### src/rtl/instr_fetch_stage.sv
`timescale 1ns / 1ps
// -----------------------------------------------------------------------------
// instr_fetch_stage
// Instruction fetch stage that sits directly after the program counter.
// It contains a 64-entry instruction memory, which is loaded through a
// write-only download port, and an IF/ID output register. That register has
// flush and stall control and feeds the decoder.
// It also keeps a wrapping 8-bit count of accepted fetches for debug.
// -----------------------------------------------------------------------------
module instr_fetch_stage #(
    parameter int             IW       = 16,
    parameter int             AW       = 6,
    parameter int             DEPTH    = 64,
    parameter logic [IW-1:0]  NOP_WORD = '0
) (
    input  logic          CLK,
    input  logic          RST,
    input  logic [AW-1:0] PC_ADDR,
    input  logic          LOAD_EN,
    input  logic [AW-1:0] LOAD_ADDR,
    input  logic [IW-1:0] LOAD_DATA,
    input  logic          STALL,
    input  logic          FLUSH,
    output logic [IW-1:0] INSTR,
    output logic [AW-1:0] INSTR_ADDR,
    output logic          INSTR_VALID,
    output logic [7:0]    FETCH_CNT
);

    // Instruction storage and the IF/ID register.
    logic [IW-1:0] r_mem [DEPTH];
    logic [IW-1:0] r_instr;
    logic [AW-1:0] r_instr_addr;
    logic          r_instr_valid;
    logic [7:0]    r_fetch_cnt;

    logic          w_bypass;
    logic [IW-1:0] w_rd_data;

    // Read path. A download that hits the address being fetched forwards its
    // data, so the stage never returns the stale word.
    always_comb begin
        // NOTE: give every always_comb output a default before any branch, so that no latch is inferred.
        w_bypass  = LOAD_EN && (LOAD_ADDR == PC_ADDR);
        w_rd_data = r_mem[PC_ADDR];
        if (w_bypass) begin
            w_rd_data = LOAD_DATA;
        end
    end

    // Program download port. It ignores stall and flush.
    always_ff @(posedge CLK) begin
        // NOTE: the memory array has no reset on purpose. The program must survive a reset, and leaving out the reset lets the array map onto RAM.
        if (LOAD_EN) begin
            r_mem[LOAD_ADDR] <= LOAD_DATA;
        end
    end

    // IF/ID register. Priority is flush, then stall, then a normal fetch.
    always_ff @(posedge CLK or negedge RST) begin
        // NOTE: sequential state uses non-blocking assignments only, so every register samples the values from before the edge.
        if (!RST) begin
            r_instr       <= NOP_WORD;
            r_instr_addr  <= '0;
            r_instr_valid <= 1'b0;
            r_fetch_cnt   <= 8'd0;
        end else if (FLUSH) begin
            r_instr       <= NOP_WORD;
            r_instr_addr  <= PC_ADDR;
            r_instr_valid <= 1'b0;
        end else if (!STALL) begin
            r_instr       <= w_rd_data;
            r_instr_addr  <= PC_ADDR;
            r_instr_valid <= 1'b1;
            r_fetch_cnt   <= r_fetch_cnt + 8'd1;
        end
    end

    // Every output comes straight from a register, so no input reaches an output combinationally.
    assign INSTR       = r_instr;
    assign INSTR_ADDR  = r_instr_addr;
    assign INSTR_VALID = r_instr_valid;
    assign FETCH_CNT   = r_fetch_cnt;

endmodule

### config.mk
export PLATFORM = sky130hd
export DESIGN_NAME = instr_fetch_stage
export DESIGN_NICKNAME = d
export VERILOG_FILES = /design/src/rtl/instr_fetch_stage.sv
export SDC_FILE = /design/constraint.sdc
export NUM_CORES = 1
export LEC_CHECK = 0
export ABC_CLOCK_PERIOD_IN_PS = 3200
export CORE_MARGIN = 5
export CORE_UTILIZATION = 34
export CTS_CLUSTER_DIAMETER = 30
export DETAILED_ROUTE_END_ITERATION = 12
export PLACE_DENSITY = 0.47
export SLEW_MARGIN = 20
export SYNTH_ARGS = -nofsm -noshare
export SYNTH_HDL_FRONTEND = slang
export SYNTH_SLANG_ARGS = --single-unit
### constraint.sdc
create_clock -name CLK -period 3.2 [get_ports CLK]
set_input_delay 0.32 -clock CLK [delete_from_list [all_inputs] [get_ports CLK]]
set_output_delay 0.32 -clock CLK [all_outputs]
set_load 0.005 [all_outputs]
==> impl_metrics.py, run 1 <==
metrics = {
    "detailed_routing": {
        "wl_per_cell_um": 27.5,
        "vias_per_cell": 5.15,
        "drt_iter0_drc": 2189,
        "detail_route.wirelength_mm": 116,
        "drc": 0,
        "ant_nets": 0,
        "firstDrtPassIters": 6,
        "vias": 21762,
    },
    "sta": {
        "fin_skew_ns": 0.0459,
        "finalHoldViolations": 0,
        "hold_slack_ns": 0.0870,
        "period_share": 0.869,
        "fmax_mhz": 360,
        "rsz0062_at_grt": "false",
        "setup-violations-final": 0,
        "finalSetupTns_ns": 0,
        "fin_crit_ns": 2.78,
        "worstMarginPinSlew_ns": 1.09,
        "drv_slew": 0,
        "relSlewSlack": 0.273,
    },
    "floorplan": {
        "die_w_um": 357,
        "row_count": 127,
        "core-area_sq_um": 120000,
        "die_y_um": 357,
        "initial_utilization": 0.342,
        "dieArea_sq_um": 128000,
        "io_pins": 64,
    },
    "synth": {
        "ys_ff_latch": 1055,
        "synth_edf_count": 1024,
        "synth_fp_nets": 2110,
        "ys_seq_area_frac": 0.768,
        "syn_area_sq_um": 41000,
        "synth.avg_cell_area_sq_um": 19.8,
        "yosysWarningCount": 0,
        "ys_async_sr_fraction": 0.0294,
        "synthCells": 2076,
        "synthFlopType": "edfxtp_1",
        "ys_types": 46,
    },
    "placement": {
        "io_buffers": 63,
        "gp_congestion": 0.856,
        "place.detailed.hpwl_mm": 70.9,
        "dpl_cell_area_sq_um": 44700,
    },
    "cts": {
        "post-cts-setup-buffers": 0,
        "post_cts_resized": 0,
        "cts_max_path_buffers": 3,
        "cts_tree": "yes",
        "cts.sinks": 1055,
        "clock_latency_ns": 0.78,
        "cts-root-buf": "clkbuf_16",
        "numCtsBuffers": 219,
        "cts_max_level": 4,
        "clk_pin_slew_ns": 0.05,
        "cts.hold.buffers_added": 1,
    },
    "layout": {
        "design_area_sq_um": 52300,
        "layout_common_cells": "edfxtp_1, mux2i_1, clkbuf_16",
        "nets": 2449,
        "final_common_cell": "edfxtp_1",
        "area_delta_synth_final_pct": 27.5,
        "fin_util": 0.436,
        "fillers": 10417,
        "layout-drive-gt1-share": 0.279,
    },
    "pwr": {
        "peakVddDrop_mv": 0.507,
        "p_leak_nw": 17.9,
        "pwr_density_cell_nw_per_um2": 762,
    },
    "global_routing": {
        "antenna_found_initial": 7,
        "overflow": 0,
        "grt_max_degree": 66,
        "grt_busiest_layer": "met2",
        "grtUsageMet3": 0.0569,
        "grt_pass1_wl_mm": 164,
        "grt_pass1_vias": 22607,
        "grt.total_usage": 0.182,
        "grtUsageMet1": 0.244,
        "grtUsageMet2": 0.287,
    },
    "setup_path": {
        "crit_path_end_kind": "flop",
        "start_kind": "primary input",
        "r2r_cells": 4,
        "slowest_delay_ns": 0.92,
        "reg2reg_slack_ns": 0.51,
        "crit_chain": "clkdlybuf4s50_1, xnor2_1, nand4_1, o21ai_1, buf_4, nor2_1, a222oi_1, nand3_1",
        "rr_startpoint": "r_mem[61][6]",
        "cp_slowest_cell": "a222oi_1",
        "critPathKind": "primary input to flop",
        "cp_max_fo": 10,
        "cp_data_required_time_ns": 3.81,
        "regToRegEndpoint": "INSTR[6]",
        "crit_arrival_ns": 3.39,
    },
    "min_path": {
        "min_path_cells": 1,
        "hp-class": "primary input to flop",
        "holdPathEnd": "r_mem[13][12]",
        "min_from": "LOAD_DATA[12]",
    },
    "run": {
        "cap_viol_max_count": 0,
    },
    "status": {
        "status": "completed",
    },
}
cells in the mapped netlist, types with 3 or more instances:
cell type     n  area [sq um]
nor2b_1      14          87.6
mux2_2       21           236
xnor2_1      11          96.3
o311ai_1      6          52.6
inv_1         3          11.3
dfrtp_1      31           776
o311ai_0      5          43.8
a211o_1       6          52.6
o211ai_1      6          45.0
buf_2        43           215
nand2b_1      7          43.8
a22oi_1     107           803
a221oi_1      5          43.8
o32ai_1       5          43.8
nor2_1       78           293
buf_6         4          45.0
nor3_1        7          35.0
nand4_1       7          43.8
o21ai_1      27           135
a221o_1       5          50.1
a31oi_1       7          43.8
buf_4        22           165
nand3_1      36           180
o22ai_1      16           100
clkbuf_1     43           161
nor3b_1       4          30.0
o21ai_0      13          65.1
edfxtp_1   1024         30700
mux2i_1     269          2690
a211oi_1     10          75.1
and2_1        7          43.8
nand3b_1      3          22.5
a21oi_1      33           165
a222oi_1      5          50.1
mux4_2      138          3110
nand2_1      28           105
buf_1         7          26.3
worst max path at each step:
| stage | from | endpoint | cells after the start |
|---|---|---|---|
| floorplan | LOAD_ADDR[5] | r_mem[48][0] | 4 |
| global placement | LOAD_ADDR[4] | INSTR[6] | 8 |
| detailed placement | LOAD_ADDR[5] | INSTR[6] | 8 |
| CTS | r_mem[61][6] | INSTR[6] | 4 |
| global route | LOAD_ADDR[5] | INSTR[6] | 8 |
| finish | LOAD_ADDR[5] | INSTR[6] | 8 |
kinds of logic (layout without fill, tap and decap cells):
group,Yosys count,in the layout,share of synthesized area
buffers and inverters,122,653,0.0152
flip-flops,1055,1055,0.768
multiplexers,428,428,0.147
other,0,3,0
AND/OR/NAND/NOR,201,201,0.0235
adder cells (fa/ha/maj),1,1,0.000305
XOR/XNOR,13,13,0.00277
AO/OA/AOI/OAI,256,256,0.0431
stage by stage:
stage	worst slack [ns]	power (mW)	cells
after floorplan	0.616	16.5	2076
after global placement	-0.217	17.5	3805
after detailed placement	-0.152	17.5	3805
after CTS	0.636	40.3	4219
after global routing	0.333	41.2	4219
final	0.418	39.9	4222
worst max-delay path: cells and delay by family:
| kind | cells | cell delay (ns) |
|---|---|---|
| AOI/OAI and AO/OA | 2 | 1.09 |
| xor gates and xnor gates | 1 | 0.36 |
| buffers and inverters | 2 | 1.10 |
| and+or+nand+nor | 3 | 0.51 |
flip-flops by register name, indices dropped and copies added, names as in the netlist:
| name | count |
|---|---|
| r_mem | 1024 |
| INSTR_VALID | 1 |
| INSTR_ADDR | 6 |
| FETCH_CNT | 8 |
| INSTR | 16 |
layer usage:
layer,part of all wire,up-vias
met1,0.42,11477
met2,0.47,764
met4,0.021,2
met3,0.083,164
met5,0.00010,-
li1,-,9355
layout make-up:
cell class | instances | area, sq um | area share
Clock buffer | 246 | 5630 | 0.108
Timing Repair Buffer | 237 | 2220 | 0.0424
Sequential cell | 1055 | 31500 | 0.603
Multi-Input combinational cell | 899 | 8960 | 0.171
Tap cell | 1612 | 2020 | 0.0386
Clock inverter | 167 | 1950 | 0.0372
Antenna cell | 3 | 7.51 | 0.000143
Inverter | 3 | 11.3 | 0.000215
report_power, final:
group          internal [mW]  switching (mW)
combinational          0.685            1.10
clock                   15.2            7.41
sequential              15.4           0.108
total                   31.3            8.62
(Power assumes the default switching activity.)
==> run 2, diff against run 1 <==
Settings changed: HOLD_SLACK_MARGIN set to 0.02.
==> results of run 2 <==
The final DEF is identical to that of run 1; final timing and power are the same.
